## src/rtl/instr_load_pkg.sv

```systemverilog
// Shared state encoding and opcode constants for the instruction load sequencer
// and its control decoder.
package instr_load_pkg;

  typedef enum logic [1:0] {
    IDLE = 2'd0,
    LOAD = 2'd1,
    DONE = 2'd2
  } load_state_e;

  localparam int OPC_W = 6;
  localparam logic [OPC_W-1:0] TERM_OPCODE_DEF = 6'b000000;

  function automatic logic opc_is_term(input logic [OPC_W-1:0] opc,
                                       input logic [OPC_W-1:0] term);
    return opc == term;
  endfunction

endpackage

```

## src/rtl/instr_addr_counter.sv

```systemverilog
// Write pointer and word counter for the load sequencer: the pointer wraps at
// DEPTH, the count saturates at DEPTH, and full is reported only when not wrapping.
module instr_addr_counter #(
  parameter int DEPTH   = 256,
  parameter bit WRAP_EN = 1'b0,
  localparam int ADDR_W = $clog2(DEPTH)
) (
  input  logic              clk,
  input  logic              srst,
  input  logic              clear_i,
  input  logic              incr_i,
  output logic [ADDR_W-1:0] ptr_o,
  output logic [ADDR_W:0]   count_o,
  output logic              full_o,
  output logic              wrap_o
);

  localparam logic [ADDR_W-1:0] PTR_LAST = ADDR_W'(DEPTH - 1);
  localparam logic [ADDR_W:0]   CNT_MAX  = (ADDR_W + 1)'(DEPTH);

  logic [ADDR_W-1:0] ptr_q, ptr_d;
  logic [ADDR_W:0]   count_q, count_d;

  always_comb begin
    ptr_d   = ptr_q;
    count_d = count_q;
    if (clear_i) begin
      ptr_d   = '0;
      count_d = '0;
    end else if (incr_i) begin
      // Explicit wrap keeps non-power-of-two depths inside the memory.
      ptr_d   = (ptr_q == PTR_LAST) ? '0 : ptr_q + 1'b1;
      count_d = (count_q == CNT_MAX) ? count_q : count_q + 1'b1;
    end
  end

  always_ff @(posedge clk) begin
    if (srst) begin
      ptr_q   <= '0;
      count_q <= '0;
    end else begin
      ptr_q   <= ptr_d;
      count_q <= count_d;
    end
  end

  assign ptr_o   = ptr_q;
  assign count_o = count_q;
  assign full_o  = !WRAP_EN && (count_q == CNT_MAX);
  assign wrap_o  = WRAP_EN && incr_i && !clear_i && (ptr_q == PTR_LAST);

endmodule

```

## src/rtl/instr_load_sequencer.sv

```systemverilog
// Streams instruction words into instruction memory and closes a load on a terminator
// opcode. Optional XOR checksum of written words: define INSTR_LOAD_CHECKSUM_EN.
module instr_load_sequencer
  import instr_load_pkg::*;
#(
  parameter int DATA_W                  = 32,
  parameter int DEPTH                   = 256,
  parameter int OPC_MSB                 = 31,
  parameter logic [OPC_W-1:0] TERM_OPCODE = TERM_OPCODE_DEF,
  parameter bit WRAP_EN                 = 1'b0,
  parameter bit STORE_TERM              = 1'b0,
  localparam int ADDR_W                 = $clog2(DEPTH)
) (
  input  logic              clock,
  input  logic              reset,
  input  logic              start,
  input  logic              instrValid,
  input  logic [DATA_W-1:0] instrIn,
  output logic              instrReady,
  output logic              memWe,
  output logic [ADDR_W-1:0] memAddr,
  output logic [DATA_W-1:0] memData,
  output logic [ADDR_W:0]   wordCount,
  output logic              busy,
  output logic              loadDone,
  output logic              full,
  output logic              overflow
`ifdef INSTR_LOAD_CHECKSUM_EN
  ,
  output logic [DATA_W-1:0] checksum
`endif
);

  load_state_e state_q, state_d;

  logic              mem_we_q;
  logic [ADDR_W-1:0] mem_addr_q;
  logic [DATA_W-1:0] mem_data_q;
  logic              overflow_q;

  logic [ADDR_W-1:0] ptr;
  logic              full_w, wrap_w;
  logic              accept, is_term, write_en, cnt_clear, offer_full;

  assign instrReady = (state_q == LOAD) && !full_w;
  // A start in LOAD restarts the image, so the word offered alongside it is dropped.
  assign accept     = instrValid && instrReady && !start;
  assign is_term    = opc_is_term(instrIn[OPC_MSB -: OPC_W], TERM_OPCODE);
  assign write_en   = accept && (!is_term || STORE_TERM);
  assign cnt_clear  = start && (state_q != DONE);
  assign offer_full = (state_q == LOAD) && full_w && instrValid && !start;

  instr_addr_counter #(
    .DEPTH   (DEPTH),
    .WRAP_EN (WRAP_EN)
  ) u_addr_counter (
    .clk     (clock),
    .srst    (reset),
    .clear_i (cnt_clear),
    .incr_i  (write_en),
    .ptr_o   (ptr),
    .count_o (wordCount),
    .full_o  (full_w),
    .wrap_o  (wrap_w)
  );

  always_comb begin
    state_d = state_q;
    case (state_q)
      IDLE: if (start) state_d = LOAD;
      LOAD: if ((accept && is_term) || offer_full) state_d = DONE;
      DONE: state_d = IDLE;
      default: state_d = IDLE;
    endcase
  end

  always_ff @(posedge clock) begin
    if (reset) begin
      state_q    <= IDLE;
      mem_we_q   <= 1'b0;
      mem_addr_q <= '0;
      mem_data_q <= '0;
      overflow_q <= 1'b0;
    end else begin
      state_q  <= state_d;
      mem_we_q <= write_en;
      if (write_en) begin
        mem_addr_q <= ptr;
        mem_data_q <= instrIn;
      end else if (start && state_q == IDLE) begin
        mem_addr_q <= '0;
      end
      if (cnt_clear)                overflow_q <= 1'b0;
      else if (wrap_w || offer_full) overflow_q <= 1'b1;
    end
  end

`ifdef INSTR_LOAD_CHECKSUM_EN
  logic [DATA_W-1:0] checksum_q;

  always_ff @(posedge clock) begin
    if (reset || cnt_clear) checksum_q <= '0;
    else if (write_en)      checksum_q <= checksum_q ^ instrIn;
  end

  assign checksum = checksum_q;
`endif

  assign memWe    = mem_we_q;
  assign memAddr  = mem_addr_q;
  assign memData  = mem_data_q;
  assign busy     = (state_q == LOAD);
  assign loadDone = (state_q == DONE);
  assign full     = full_w;
  assign overflow = overflow_q;

endmodule

```

## config.mk

```make
export PLATFORM = sky130hd
export DESIGN_NAME = instr_load_sequencer
export DESIGN_NICKNAME = d
export VERILOG_FILES = /design/src/rtl/instr_load_pkg.sv /design/src/rtl/instr_addr_counter.sv /design/src/rtl/instr_load_sequencer.sv
export SDC_FILE = /design/constraint.sdc
export NUM_CORES = 1
export LEC_CHECK = 0
export CAP_MARGIN = 20
export CORE_AREA = 2 2 73 75
export DETAILED_ROUTE_END_ITERATION = 12
export DIE_AREA = 0 0 75 77
export DONT_BUFFER_PORTS = 1
export PLACE_DENSITY = 0.75
export SYNTH_ARGS = -nofsm -noshare
export SYNTH_HDL_FRONTEND = slang
export SYNTH_SLANG_ARGS = --single-unit
export TNS_END_PERCENT = 30
```

## constraint.sdc

```tcl
create_clock -name clock -period 2.3 [get_ports clock]
set_clock_uncertainty 0.05 [all_clocks]
set_input_delay 0.23 -clock clock [delete_from_list [all_inputs] [get_ports clock]]
set_output_delay 0.23 -clock clock [all_outputs]
set_load 0.01 [all_outputs]
```

Yosys cells after proc, flatten, opt, wreduce, memory -nomap -nowiden
Cells that the tools add are included.

Register bits after elaboration: 61. Bits of input ports: 36. Output and inout port bits: 55. Word-level logic and storage cells: 43.

Add/sub/neg operators: 2. Eq/ne operators: 7. Mux-type cells: 6. Bitwise logic cells: 1. Reductions and logical operators: 20.

Operator list (number): $mux W8 (3); $logic_and A1 B1 Y1 (10); $add A9 B1 Y9 const B (1); $eq A9 B9 Y1 const B (1); $add A8 B1 Y8 const B (1); $eq A8 B8 Y1 const B (1); $logic_not A6 Y1 (1); $mux W2 (2); $ne A2 B2 Y1 const B (2); $pmux W2 S2 (1); $reduce_and A2 Y1 (2); $logic_not A1 Y1 (3); $eq A2 B1 Y1 const B (1); $eq A2 B2 Y1 const B (1); $logic_not A2 Y1 (1); $ne A2 B1 Y1 const B (1); $reduce_bool A2 Y1 (1); $reduce_or A2 Y1 (1); $logic_or A1 B1 Y1 (1); $not A1 Y1 (1).

Depth between registers and ports, before layout
Word-level depth: 9. Mapped depth: 9. Mapped depth without buffers: 8.

By module
From an unflattened synthesis, not the netlist that was laid out.

Cells, all modules: 294. Area, all modules: 2822.7 um^2.

Modules (own cells, without submodules): instr_load_sequencer (times used 1, cells an instance 198, area each 2008.2 um^2, seq. area each 880.8 um^2); instr_addr_counter (times used 1, cells an instance 96, area each 814.5 um^2, seq. area each 340.3 um^2).

Worst setup path after synthesis
Ideal clock, no wire load.

Path type: register -> register. Start point: reg u_addr_counter.count_q[0], in the netlist u_addr_counter.count_o[0]. End point: reg u_addr_counter.ptr_q[5], in the netlist u_addr_counter.ptr_o[5]. Setup time: 0.117 ns. Data arrival time: 1.718 ns. Required time: 2.133 ns. Slack: 0.415 ns. Stages on the path, launching flop included: 9. Buffers on the path: 0. Path through: dfxtp_1 > inv_1 > ha_1 > nor4b_1 > nand2_1 > inv_2 > nor3_4 > o21ai_1 > a32o_1.

Word-level cells in the longest chain between the ends: 6.

Ends and longest elaborated chain: start: declaration (line instr_addr_counter.sv:22) `logic [ADDR_W:0] count_q, count_d;`; start signal: assignment (line instr_addr_counter.sv:43) `count_q <= count_d;`; $eq A9 B9 Y1 (line instr_addr_counter.sv:49) `assign full_o = !WRAP_EN && (count_q == CNT_MAX);`; named net full (line instr_load_sequencer.sv:26) `output logic full,`; $logic_not A1 Y1 (line instr_load_sequencer.sv:45) `assign instrReady = (state_q == LOAD) && !full_w;`; $logic_and A1 B1 Y1 (line instr_load_sequencer.sv:45); $logic_and A1 B1 Y1 (2 in series) (line instr_load_sequencer.sv:47) `assign accept = instrValid && instrReady && !start;`; $logic_and A1 B1 Y1 (line instr_load_sequencer.sv:49) `assign write_en = accept && (!is_term || STORE_TERM);`; end signal: assignment (line instr_addr_counter.sv:42) `ptr_q <= ptr_d;`; end: declaration (line instr_addr_counter.sv:21) `logic [ADDR_W-1:0] ptr_q, ptr_d;`.

The timed path passes the listed nets, and every way through them passes these cells. A chain may end at the register's enable or synchronous reset.

Final worst setup path
Start point: reg u_addr_counter.count_q[1], in the netlist u_addr_counter.count_o[1]. End point: reg mem_data_q[24], in the netlist memData[24].

Word-level cells in the longest chain between the ends: 6.

Ends and longest elaborated chain: $eq A9 B9 Y1 (line instr_addr_counter.sv:49); named net full (line instr_load_sequencer.sv:26); $logic_not A1 Y1 (line instr_load_sequencer.sv:45); $logic_and A1 B1 Y1 (line instr_load_sequencer.sv:45); $logic_and A1 B1 Y1 (2 in series) (line instr_load_sequencer.sv:47); $logic_and A1 B1 Y1 (line instr_load_sequencer.sv:49); end signal: assignment (line instr_load_sequencer.sv:89) `mem_data_q <= instrIn;`; end: declaration (line instr_load_sequencer.sv:38) `logic [DATA_W-1:0] mem_data_q;`.

The timed path passes the listed nets, and every way through them passes these cells.

==> metrics.cfg <==
[timing]
fmax_mhz=472
setup_viol=0
period_share_pct=92.0
max_slew.worst_pin.slew_ns=0.566
slew_violations=0
period_minus_slack_ns=2.12
hold_viol=0
rsz0062_at_grt=true
setup_slack_ns=0.183
slew_headroom_pct=61.9

[drt]
viasPerCell=5.21
first_pass_iters=4
avgRoutedWirePerCell_um=14.0
drt_iter0_markers=114
ant_nets=0
wirelength_um=5670
drc=0
dr_total_vias=2104

[finish]
fin_util_pct=60.3
diodes=0
post_route_cells_drive_above_1_share_pct=8.68
nNetsFinal=368
area_growth_pct=24.1
design_area_um2=3000
n_fill_cell=450
fin_cells=404

[global_routing]
grt_max_degree=44
first_global_vias=2102
grt_usage_pct=20.4
antenna_found_initial=0
grt-ovfl-total=0
grt_pass1_wl_um=9100

[yosys]
ys_seq_area_share_pct=50.5
yosysUniqueCellTypes=35
synth_edf_count=0
synth.most_common_cell=nand2_1
ys_seq_elements=61
yosys-top-cells-area=dfxtp_1, nand2_1, a21oi_1, xor2_1, nand3_1
syn_nets=333
yosys_warnings=0
avgSynthCellArea_um2=8.23
synth_top_area_cell=dfxtp_1
netlist_area_um2=2420
synth-async-reset-ratio_pct=0
syn_inst=294
synth_flop_cell=dfxtp_1
synth_common_cells=nand2_1, dfxtp_1, a21oi_1, nor2_1, nand3_1
synth_top_area_share_pct=50.5

[die]
start_util_pct=48.6
die_h_um=77
row_count=26
core_um2=4980
ios=91
dieArea_um2=5780
fp.dieW_um=75

[clocking]
clkTransAtPathRegs_ns=0.07
cts_tree=yes
htreeDepth=3
clock_sinks=61
root_buffer=clkbuf_8
post_cts_buffers=0
clock_path_buffers=2
worstSkewPairLatency_ns=0.33
cts_made_buffers=9

[worst_setup_path]
cp-end-kind=register
arrival_ns=2.33
rr_worst_depth=9
cp_cell_sequence=inv_1 -> ha_1 -> nor4b_1 -> nand2_1 -> inv_2 -> nor3_4 -> buf_4 -> nand2_1 -> a21oi_1
path_common_cell=nand2_1
slowest_stage=dfxtp_1
reg2reg_to=memData[24]$_SDFFE_PP0P_
cp-start-kind=register
crit_required_ns=2.52
rr_startpoint=u_addr_counter.count_o[1]$_SDFFE_PP0P_
worstSetupStartpoint=u_addr_counter.count_o[1]$_SDFFE_PP0P_
slowest_delay_ns=0.43
criticalPathCategory=reg -> reg
critPathMaxFanout=25
reg2reg_slack_ns=0.18

[power_and_ir_drop]
power_density_nw_per_um2=690
switching_share_pct=23.7
power_leakage_nw=1.04
total_power_mw=2.07
ir_worst_vdd_mv=0.415
seqPwrFrac_pct=52.7
p_int_mw=1.58
pwr-share-clk_pct=41.0
p_comb_share_pct=6.3
p_sw_mw=0.490

[hold_path]
hold_depth=2
min-delay-start=reset
min_path_type=in -> reg
hold_end=memData[4]$_SDFFE_PP0P_

[job]
drv_cap=0

[run_status]
status=finished clean

[placement]
place_inst=355
placed_cell_area_um2=2480
port_buffers=0
gp_congestion=0.820
hpwlAfterDp_um=3580
dp_worst_setup_slack_ns=0.203

==> critical path: cells and delay by family (launching register included) <==
family,cells,cell delay (ns)
compound gates,1,0.12
fa+ha+maj,1,0.17
buf+inv,3,0.52
flops,1,0.43
simple gates,4,0.75
==> state kept, by name (all words and copies together) (netlist names) <==
register	flops
u_addr_counter.ptr_o	8
memAddr	8
memData	32
overflow	1
memWe	1
u_addr_counter.count_o	9
state_q	2
==> power by group through the flow <==
stage                     clock (mW)  sequential, mW  combinational [mW]
final                          0.848            1.09               0.131
after floorplan                    0            1.11              0.0673
after CTS                      0.868            1.09               0.130
after detailed placement           0            1.12              0.0709
after global routing           0.910            1.09               0.145
after global placement             0            1.12              0.0692
==> cell usage in the layout (no fill, tap or decap), types with 3 or more instances in the layout <==
master,netlist,final
clkbuf_8,0,11
buf_4,2,7
ha_1,3,3
o21ai_1,3,3
nand2_1,84,84
dlygate4sd3_1,0,32
a21oi_1,48,48
nand4_1,4,4
dfxtp_1,61,61
inv_1,3,3
and3_1,3,3
xor2_1,10,10
nand3_1,15,15
clkinv_2,0,3
nor2_1,20,20
==> layer usage <==
metal | wire, um | GRT usage, % | vias up
li1 | - | - | 1056
met1 | 2440 | 22.9 | 950
met2 | 2610 | 34.4 | 86
met3 | 507 | 6.31 | 12
met4 | 109 | 9.29 | 0
met5 | 0 | 0 | -
==> final cells by class <==
type	count	area [um^2]	area share [%]
sequential	61	1220	40.7
multi-input combinational	213	1110	36.9
timing repair buffer	40	393	13.1
clock buffer	12	155	5.17
tap	70	87.6	2.92
clock inverter	4	22.5	0.751
inverter	4	15.0	0.500
==> through the flow <==
stage | hold WS (ns) | TNS [ns]
CTS | 0.128 | 0
global route | 0.140 | -0.353
detailed placement | 0.254 | 0
finish | 0.134 | 0
floorplan | 0.316 | 0
global placement | 0.252 | 0
==> cell families (layout without fill, tap and decap cells) <==
logic type | after synthesis | count (layout) | synth area share [%]
compound gates | 57 | 57 | 13.0
xor+xnor | 11 | 11 | 3.98
fa+ha+maj | 3 | 3 | 1.55
buf+inv | 20 | 60 | 3.78
flops | 61 | 61 | 50.5
simple gates | 142 | 142 | 27.2
==> worst max path at each step <==
stage	to	slack, ns	depth (start not counted)
final	memData[24]$_SDFFE_PP0P_	0.18	9
after global routing	memData[3]$_SDFFE_PP0P_	-0.06	9
after detailed placement	memData[24]$_SDFFE_PP0P_	0.20	9
after floorplan	u_addr_counter.ptr_o[5]$_SDFFE_PP0P_	0.42	8
after global placement	memData[26]$_SDFFE_PP0P_	0.29	9
after CTS	memData[24]$_SDFFE_PP0P_	0.19	9
==> timing repair <==
action | 4_1_cts | 5_1_grt
resized for setup | 0 | 0
setup endpoints to repair | 0 | 17
hold endpoints to repair | 43 | 0
hold buffers | 33 | 0
No activity file was read; power rests on OpenSTA's default activity.
